[config.mk]
export PLATFORM = sky130hd
export DESIGN_NAME = coin_change_dispenser
export DESIGN_NICKNAME = d
export VERILOG_FILES = /design/src/rtl/coin_change_dispenser_pkg.sv /design/src/rtl/coin_change_dispenser_stock.sv /design/src/rtl/coin_change_dispenser.sv
export SDC_FILE = /design/constraint.sdc
export NUM_CORES = 1
export LEC_CHECK = 0
export BUFFER_PORTS_ARGS = -buffer_cell sky130_fd_sc_hd__buf_2
export CORE_MARGIN = 1
export CORE_UTILIZATION = 50
export CTS_CLUSTER_DIAMETER = 100
export CTS_CLUSTER_SIZE = 28
export DETAILED_ROUTE_END_ITERATION = 8
export GPL_TIMING_DRIVEN = 1
export PLACE_DENSITY = 0.73
export SLEW_MARGIN = 25
export SYNTH_ARGS = -nofsm -noshare
export SYNTH_HDL_FRONTEND = slang
export SYNTH_HIERARCHICAL = 1
export SYNTH_SLANG_ARGS = --single-unit
[constraint.sdc]
create_clock -name clk -period 3.7 [get_ports clk]
set_input_delay 0 -clock clk [delete_from_list [all_inputs] [get_ports clk]]
set_output_delay 0 -clock clk [all_outputs]
set_load 0.02 [all_outputs]
[src/rtl/coin_change_dispenser_pkg.sv]
// Shared constants for the change-dispense path: coin table, widths and the
// FSM state encoding used by both the dispenser and the coin-return logic.
package coin_change_dispenser_pkg;

    localparam int NUM_COINS  = 3;
    localparam int TOTAL_BITS = 31;

    // Default denomination values, index 0 is the lowest value.
    localparam int DEF_COIN_VAL0   = 100;
    localparam int DEF_COIN_VAL1   = 500;
    localparam int DEF_COIN_VAL2   = 1000;
    localparam int DEF_STOCK_BITS  = 8;
    localparam int DEF_INIT_STOCK  = 8;
    localparam int DEF_ACK_TIMEOUT = 15;

    typedef logic [TOTAL_BITS-1:0] amount_t;
    typedef logic [NUM_COINS-1:0]  coin_vec_t;

    typedef enum logic [2:0] {
        ST_IDLE,
        ST_SELECT,
        ST_DISPENSE,
        ST_DONE,
        ST_FAULT
    } state_t;

endpackage

[src/rtl/coin_change_dispenser_stock.sv]
// Per-denomination coin stock counters. Customer deposits increment with
// saturation; an acknowledged payout decrements. Both on the same denomination
// in the same cycle cancel out.
module coin_stock_bank
    import coin_change_dispenser_pkg::*;
#(
    parameter int STOCK_BITS = DEF_STOCK_BITS,
    parameter int INIT_STOCK = DEF_INIT_STOCK
) (
    input  logic                            clk,
    input  logic                            reset_n,
    input  logic [NUM_COINS-1:0]            i_inc,
    input  logic [NUM_COINS-1:0]            i_dec,
    output logic [NUM_COINS*STOCK_BITS-1:0] o_stock
);

    localparam logic [STOCK_BITS-1:0] STOCK_MAX  = '1;
    localparam logic [STOCK_BITS-1:0] STOCK_INIT = STOCK_BITS'(INIT_STOCK);

    logic [STOCK_BITS-1:0] count [NUM_COINS];

    // Counter update: reset to the initial fill, then +1 / -1 per denomination.
    always_ff @(posedge clk) begin
        if (!reset_n) begin
            for (int i = 0; i < NUM_COINS; i++) begin
                // NOTE: registers are updated with <= so every counter sees the
                // pre-edge values of its inputs, regardless of statement order.
                count[i] <= STOCK_INIT;
            end
        end else begin
            for (int i = 0; i < NUM_COINS; i++) begin
                if (i_inc[i] && !i_dec[i]) begin
                    if (count[i] != STOCK_MAX) begin
                        count[i] <= count[i] + STOCK_BITS'(1);
                    end
                end else if (i_dec[i] && !i_inc[i]) begin
                    // The selector never picks an empty denomination, so no underflow.
                    count[i] <= count[i] - STOCK_BITS'(1);
                end
            end
        end
    end

    // Flatten the counters, denomination i at [i*STOCK_BITS +: STOCK_BITS].
    always_comb begin
        for (int i = 0; i < NUM_COINS; i++) begin
            o_stock[i*STOCK_BITS +: STOCK_BITS] = count[i];
        end
    end

endmodule

[src/rtl/coin_change_dispenser.sv]
// Change-dispense engine: greedily pays out a return amount one coin at a time
// through a valid/ack handshake with the hoppers, reports the unpaid shortfall
// and latches a fault when a hopper stops answering.
module coin_change_dispenser
    import coin_change_dispenser_pkg::*;
#(
    parameter int COIN_VAL0   = DEF_COIN_VAL0,
    parameter int COIN_VAL1   = DEF_COIN_VAL1,
    parameter int COIN_VAL2   = DEF_COIN_VAL2,
    parameter int STOCK_BITS  = DEF_STOCK_BITS,
    parameter int INIT_STOCK  = DEF_INIT_STOCK,
    parameter int ACK_TIMEOUT = DEF_ACK_TIMEOUT
) (
    input  logic                            clk,
    input  logic                            reset_n,
    input  logic                            i_return_req,
    input  logic [TOTAL_BITS-1:0]           i_return_amount,
    input  logic [NUM_COINS-1:0]            i_deposit_coin,
    input  logic                            i_coin_ack,
    output logic [NUM_COINS-1:0]            o_dispense_coin,
    output logic                            o_busy,
    output logic                            o_done,
    output logic [TOTAL_BITS-1:0]           o_shortfall,
    output logic                            o_fault,
    output logic [NUM_COINS*STOCK_BITS-1:0] o_stock
);

    localparam int TIMER_BITS = $clog2(ACK_TIMEOUT + 1);
    localparam logic [TIMER_BITS-1:0] TIMER_LAST = TIMER_BITS'(ACK_TIMEOUT - 1);

    localparam amount_t COIN_VAL [NUM_COINS] = '{
        amount_t'(COIN_VAL0), amount_t'(COIN_VAL1), amount_t'(COIN_VAL2)
    };

    state_t                  state, state_next;
    amount_t                 remaining, remaining_next;
    amount_t                 shortfall, shortfall_next;
    coin_vec_t               dispense, dispense_next;
    coin_vec_t               stock_dec;
    logic [TIMER_BITS-1:0]   timer, timer_next;
    logic                    sel_found;
    coin_vec_t               sel_onehot;
    amount_t                 disp_value;
    logic [NUM_COINS*STOCK_BITS-1:0] stock_flat;

    coin_stock_bank #(
        .STOCK_BITS (STOCK_BITS),
        .INIT_STOCK (INIT_STOCK)
    ) u_stock (
        .clk     (clk),
        .reset_n (reset_n),
        .i_inc   (i_deposit_coin),
        .i_dec   (stock_dec),
        .o_stock (stock_flat)
    );

    // Greedy selector: highest denomination that fits and is in stock.
    always_comb begin
        // NOTE: defaults first so every path assigns every signal and no latch
        // is inferred.
        sel_found  = 1'b0;
        sel_onehot = '0;
        // Ascending scan; the last hit is the highest-value candidate.
        for (int i = 0; i < NUM_COINS; i++) begin
            if (COIN_VAL[i] <= remaining &&
                stock_flat[i*STOCK_BITS +: STOCK_BITS] != '0) begin
                sel_found  = 1'b1;
                sel_onehot = coin_vec_t'(1) << i;
            end
        end
    end

    // Value of the coin currently requested from the hoppers.
    always_comb begin
        disp_value = '0;
        for (int i = 0; i < NUM_COINS; i++) begin
            if (dispense[i]) begin
                disp_value = COIN_VAL[i];
            end
        end
    end

    // Next-state and datapath decisions for the payout FSM.
    always_comb begin
        state_next     = state;
        remaining_next = remaining;
        shortfall_next = shortfall;
        dispense_next  = dispense;
        timer_next     = timer;
        stock_dec      = '0;

        case (state)
            ST_IDLE: begin
                if (i_return_req) begin
                    remaining_next = i_return_amount;
                    shortfall_next = '0;
                    state_next     = ST_SELECT;
                end
            end
            ST_SELECT: begin
                timer_next = '0;
                if (sel_found) begin
                    dispense_next = sel_onehot;
                    state_next    = ST_DISPENSE;
                end else begin
                    // Nothing more can be paid; whatever is left is the shortfall.
                    shortfall_next = remaining;
                    state_next     = ST_DONE;
                end
            end
            ST_DISPENSE: begin
                if (i_coin_ack) begin
                    remaining_next = remaining - disp_value;
                    stock_dec      = dispense;
                    dispense_next  = '0;
                    state_next     = ST_SELECT;
                end else if (timer == TIMER_LAST) begin
                    // Hopper never answered: drop the request and park.
                    dispense_next = '0;
                    state_next    = ST_FAULT;
                end else begin
                    timer_next = timer + TIMER_BITS'(1);
                end
            end
            ST_DONE: begin
                state_next = ST_IDLE;
            end
            ST_FAULT: begin
                state_next = ST_FAULT;
            end
            default: begin
                state_next = ST_IDLE;
            end
        endcase
    end

    // State and datapath registers with synchronous active-low reset.
    always_ff @(posedge clk) begin
        if (!reset_n) begin
            state     <= ST_IDLE;
            remaining <= '0;
            shortfall <= '0;
            dispense  <= '0;
            timer     <= '0;
        end else begin
            state     <= state_next;
            remaining <= remaining_next;
            shortfall <= shortfall_next;
            dispense  <= dispense_next;
            timer     <= timer_next;
        end
    end

    assign o_dispense_coin = dispense;
    assign o_busy          = (state != ST_IDLE) && (state != ST_FAULT);
    assign o_done          = (state == ST_DONE);
    assign o_shortfall     = shortfall;
    assign o_fault         = (state == ST_FAULT);
    assign o_stock         = stock_flat;

endmodule

# Word level (Yosys, flattened, before mapping)
# Memories as Yosys holds them, arrays and structs flattened.
# Index checks and enable logic that the tools add are counted.
dict set report totals {
  regBits 72
  ram_bits 24
  in_bits 38
  output_inout_bits 61
  wordCells 128
  memories 1
}
# memory words width rd rd_ports_with_merged_regs write_ports line
set memory_table {}
lappend memory_table {u_stock.count 3 8 3 0 3 coin_change_dispenser_stock.sv:20} ;# logic [STOCK_BITS-1:0] count [NUM_COINS];
dict set report classes {
  add_sub_neg 8
  order_cmp 3
  eq_ne 16
  muxes 60
  n_bitwise 6
  n_reduce_logical 29
}
# cell n
set op_table {}
lappend op_table {{2-to-1 mux 31 bit} 6}
lappend op_table {{case mux 31 bit (2 select lines)} 2}
lappend op_table {{2-to-1 mux 8 bit} 6}
lappend op_table {{less-or-equal comparator 10 x 31 -> 1 bit (first input constant)} 1}
lappend op_table {{less-or-equal comparator 7 x 31 -> 1 bit (first input constant)} 1}
lappend op_table {{less-or-equal comparator 9 x 31 -> 1 bit (first input constant)} 1}
lappend op_table {{subtractor 31 bit} 1}
lappend op_table {{2-to-1 mux 1 bit} 30}
lappend op_table {{2-to-1 mux 3 bit} 10}
lappend op_table {{adder 8 x 1 -> 8 bit (second input constant)} 3}
lappend op_table {{inequality test 8 bit (second input constant)} 3}
lappend op_table {{nonzero test 8 bit} 3}
lappend op_table {{subtractor 8 x 1 -> 8 bit (second input constant)} 3}
lappend op_table {{inequality test 2 bit (second input constant)} 6}
lappend op_table {{case mux 3 bit (4 select lines)} 1}
lappend op_table {{AND reduction 3 bit} 4}
lappend op_table {{logical AND 1 bit} 10}
lappend op_table {{2-to-1 mux 4 bit} 2}
lappend op_table {{case mux 4 bit (2 select lines)} 1}
lappend op_table {{2-to-1 mux 7 bit} 1}
lappend op_table {{equality test 3 x 2 -> 1 bit (second input constant)} 2}
lappend op_table {{zero test 1 bit} 6}
lappend op_table {{inequality test 3 bit (second input constant)} 2}
lappend op_table {{bitwise OR 1 bit} 6}
lappend op_table {{other kinds (9)} 11}

# Logic depth before layout (Yosys ltp)
dict set report logic_depth {
  ltp_word 9
  depth_mapped 12
  depth_no_buf 11
}

# Hierarchy
# Netlist, hierarchy kept.
# module n_inst cells_each area_per_inst_um2 seq_area_each_um2
set by_module_without_submodules {}
lappend by_module_without_submodules {coin_change_dispenser 1 535 4048.9 1441.4}
lappend by_module_without_submodules {coin_stock_bank 1 169 1750.4 720.7}

# Least setup slack after synthesis
# No wires, ideal clock.
dict set report synth_timing {
  path_kind {register to register}
  start {reg state[1]}
  end {mem u_stock/count[1][6] (netlist name) (data pin)}
  setup_ps 269
  arrival_ps 2925
  required_ps 3431
  slack_ps 507
  path_stages_with_launch 13
  n_path_buf 1
  synth_period_minus_slack_ps 3193
  path_cell_list {dfxtp_1 > inv_1 > nor3_1 > clkbuf_1 > and3_1 > nand3b_1 > inv_1 > ha_1 > nor2b_1 > o31a_1 > o21ai_0 > nor3b_1 > nor3_1}
}
# element line
set synth_rtl {}
lappend synth_rtl {{from (decl)} coin_change_dispenser.sv:35} ;# state_t state, state_next;
lappend synth_rtl {{from (signal assigned)} coin_change_dispenser.sv:146} ;# state <= state_next;
lappend synth_rtl {{to (decl)} coin_change_dispenser_stock.sv:20}

# Worst setup path in the final report
dict set report layout_timing {
  start {reg remaining[11]}
  end {reg shortfall[10], in the netlist o_shortfall[10]}
}
dict set report layout_between {
  elab_chain_cells 7
  word_cells_on_any_way 11
  cone_classes {order compare (3); eq/ne (1); mux (3); reduce/logical (4)}
}
# element line
set layout_rtl {}
lappend layout_rtl {{from (decl)} coin_change_dispenser.sv:36} ;# amount_t remaining, remaining_next;
lappend layout_rtl {{from (signal assigned)} coin_change_dispenser.sv:147} ;# remaining <= remaining_next;
lappend layout_rtl {{less-or-equal comparator 7 x 31 -> 1 bit} coin_change_dispenser.sv:65} ;# if (COIN_VAL[i] <= remaining &&
lappend layout_rtl {{logical AND 1 bit} coin_change_dispenser.sv:65}
lappend layout_rtl {{2-to-1 mux 1 bit (2 in series)} coin_change_dispenser.sv:65}
lappend layout_rtl {{2-to-1 mux 1 bit (*)} coin_change_dispenser.sv:65}
lappend layout_rtl {{inequality test 2 bit (no line) (*)} --}
lappend layout_rtl {{AND reduction 3 bit (no line) (*)} --}
lappend layout_rtl {{to (signal assigned)} coin_change_dispenser.sv:148} ;# shortfall <= shortfall_next;
lappend layout_rtl {{to (decl)} coin_change_dispenser.sv:37} ;# amount_t shortfall, shortfall_next;
# Mark *: on every way between the ends. The rest lies on a longest branch, timed or not.
# A chain may end at the register's enable or synchronous reset.

==> flow_summary.ini <==
[drt]
firstDrtPassIters = 7
drt_drc_violations_left = 0
wl_per_cell_um = 17.4
drt_iter0_markers = 580
routed_wl_mm = 16.5
vias = 5870
postRouteAntennaNets = 0
vias_per_cell = 6.21

[pwr]
report.power.total_mw = 3.35
p_sw_frac = 0.371
power.density_mw_per_mm2 = 491
p_sw_mw = 1.25
p_leak_nw = 2.75
pwr-share-comb = 0.321
peakVddDrop_mv = 0.286
internal_power_mw = 2.11
p_seq_frac = 0.395
p_clk_frac = 0.284

[hold_path]
hold_class = in2reg

[sta]
maxSlewViolCount = 0
whs_ns = 0.00744
period_needed_ns = 3.19
slew_headroom = 0.515
finalCritPeriodShare = 0.863
rsz0062_at_grt = false
setup_tns_ns = 0
worstMarginPinSlew_ns = 0.725
fmax_ghz = 0.313
layout_setup_ws_ns = 0.506
finalSetupViolations = 0
clock_skew_ns = 0.00971
hold_viol_final = 0

[final_layout]
mostFrequentLayoutCell = buf_2
drive_gt1_frac = 0.174
layout_common_cells = 98 x buf_2, 76 x nand2_1, 72 x dfxtp_1, 67 x nor2_1, 58 x a21oi_1
area_growth_pct = 17.9
final_nets = 865
num_antenna_cells = 0
design_area_mm2 = 0.00684
final_cells = 945
fin_util = 0.617
fillers = 1009

[floorplan]
rows = 38
coreArea_mm2 = 0.0111
die_h_um = 110
die_area_mm2 = 0.0120
initial_core_util = 0.523
dieWidth_um = 110
io_pins = 99

[setup_path]
crit_end = o_shortfall[10]
crit_path_max_fanout = 31
path_buf_inv = 1
cp.arrival_ns = 3.48
r2r_slack_ns = 0.51
crit_cells = 8
critPathLaunchType = flip-flop
worstPathCellList = or4_4, or4_1, or4_1, o211ai_2, and4_1, buf_4, nand2_1, a21oi_1
crit_top_cell = or4_1
crit_type = reg2reg
endpoint_kind = flip-flop
worstPathRequired_ns = 3.99
rr_startpoint = remaining[11]
cpMaxStageDelayCell = or4_4
reg2reg_depth = 8
cp_top_family = simple AND/OR/NAND/NOR gates
max_stage_delay_ns = 0.61
worst_r2r_endpoint = o_shortfall[10]
cp-startpoint = remaining[11]

[grt]
grt_max_degree = 60
grt_pass1_vias = 5381
grt_use_total = 0.283
grt_pass1_wl_mm = 26.2
antenna_found_initial = 0
grt_overflow = 0

[yosys]
synth_flop_cell = dfxtp_1
synth_edf_count = 24
synth_top_area_frac = 0.249
synth_nets = 769
synthArstFlopShare = 0
synthCells = 704
ys_warn_count = 6
syn_area_per_cell_um2 = 8.24
yosysUniqueCellTypes = 66
yosysTopAreaCell = dfxtp_1
synth_area_leaders = dfxtp_1 25%, edfxtp_1 12%, ha_1 5.2%, a21oi_1 5.0%, nand2_1 4.9%
ys_ff_latch = 96
synth_seq_area_share = 0.373
syn-cell-area_mm2 = 0.00580

[clock_network]
clk_latency_ns = 0.36
cts_sinks = 96
cts_tree = yes
cts_resized = 0
clockBufferDepth = 2
cts_buffers = 9
h-tree-depth = 3
cts-root-buf = clkbuf_16
clkTransAtPathRegs_ns = 0.07

[placement]
dpl_cell_area_mm2 = 0.00637
dp_hpwl_mm = 11.5
dpl.cell_count = 913
gp_congestion = 0.909
dp_slack_ns = 0.556
port_buffers = 98

[run_status]
outcome = finished, final reports clean

[run]
cap_violations = 0
-- worst min path at each step --
| stage | startpoint | to | slack, ns | cells after the start |
|---|---|---|---|---|
| finish | i_return_amount[8] | remaining[8] | 0.007 | 4 |
| floorplan | i_return_amount[0] | remaining[0] | 0.14 | 2 |
| CTS | i_return_amount[8] | remaining[8] | 0.005 | 4 |
| detailed placement | i_return_amount[0] | remaining[0] | 0.26 | 3 |
| global route | i_return_amount[2] | remaining[2] | 0.04 | 3 |
| global placement | i_return_amount[1] | remaining[1] | 0.25 | 3 |
-- Yosys cell counts, drive strengths merged, types with 9 or more instances --
cell type,instances
nand2,76
dfxtp,72
nor2,67
a21oi,58
nand3,47
clkbuf,34
o21ai,33
nor3,29
edfxtp,24
ha,24
inv,22
nor4,15
nand4,14
or3,14
or4,13
nand2b,11
o21a,10
xnor2,9
-- per-layer routing --
| layer | vias up | GRT usage | share of wire |
|---|---|---|---|
| met3 | 37 | 0.0409 | 0.063 |
| li1 | 2801 | - | - |
| met1 | 2798 | 0.353 | 0.42 |
| met4 | 0 | 0.127 | 0.027 |
| met2 | 234 | 0.484 | 0.49 |
| met5 | - | 0 | 0 |
-- sequential cells by signal, indices dropped and copies added (netlist names) --
name	count
o_shortfall	31
o_dispense_coin	3
remaining	31
state	3
timer	4
u_stock/count	24
-- power by group through the flow --
stage               Clock (mW)  Sequential (mW)  Combinational (mW)
floorplan                    0             1.32               0.740
global placement             0             1.34                1.01
detailed placement           0             1.34                1.04
CTS                      0.969             1.32                1.06
global route              1.02             1.34                1.19
finish                   0.952             1.33                1.08
-- worst register-to-register path, delay by kind of cell (launching register included) --
family	cells	cell delay (ns)
flip-flops	1	0.41
AND/OR/NAND/NOR	5	1.99
buffers and inverters	1	0.30
AO/OA/AOI/OAI	2	0.42
-- layout make-up --
class	count	area (µm²)	area share
clock buffer	11	264	0.0386
clock inverter	5	41.3	0.00604
inverter	23	86.3	0.0126
multi-input combinational	543	3360	0.492
sequential	96	2160	0.316
tap	140	175	0.0256
timing repair buffer	127	748	0.109
-- what timing repair did --
item / CTS / global route
hold buffers: 16 / 0
endpoints found under the hold margin: 16 / 0
buffers inserted: 0 / 0
-- kinds of logic (layout without fill, tap and decap cells) --
family / Yosys count / count (layout) / synth area share
and+or+nand+nor: 315 / 315 / 0.274
AOI/OAI and AO/OA: 178 / 178 / 0.205
DFF: 96 / 96 / 0.373
buffers and inverters: 65 / 166 / 0.0492
adders and majority gates: 27 / 27 / 0.0621
xor gates and xnor gates: 16 / 16 / 0.0242
muxes: 7 / 7 / 0.0121
(Power assumes the default switching activity.)
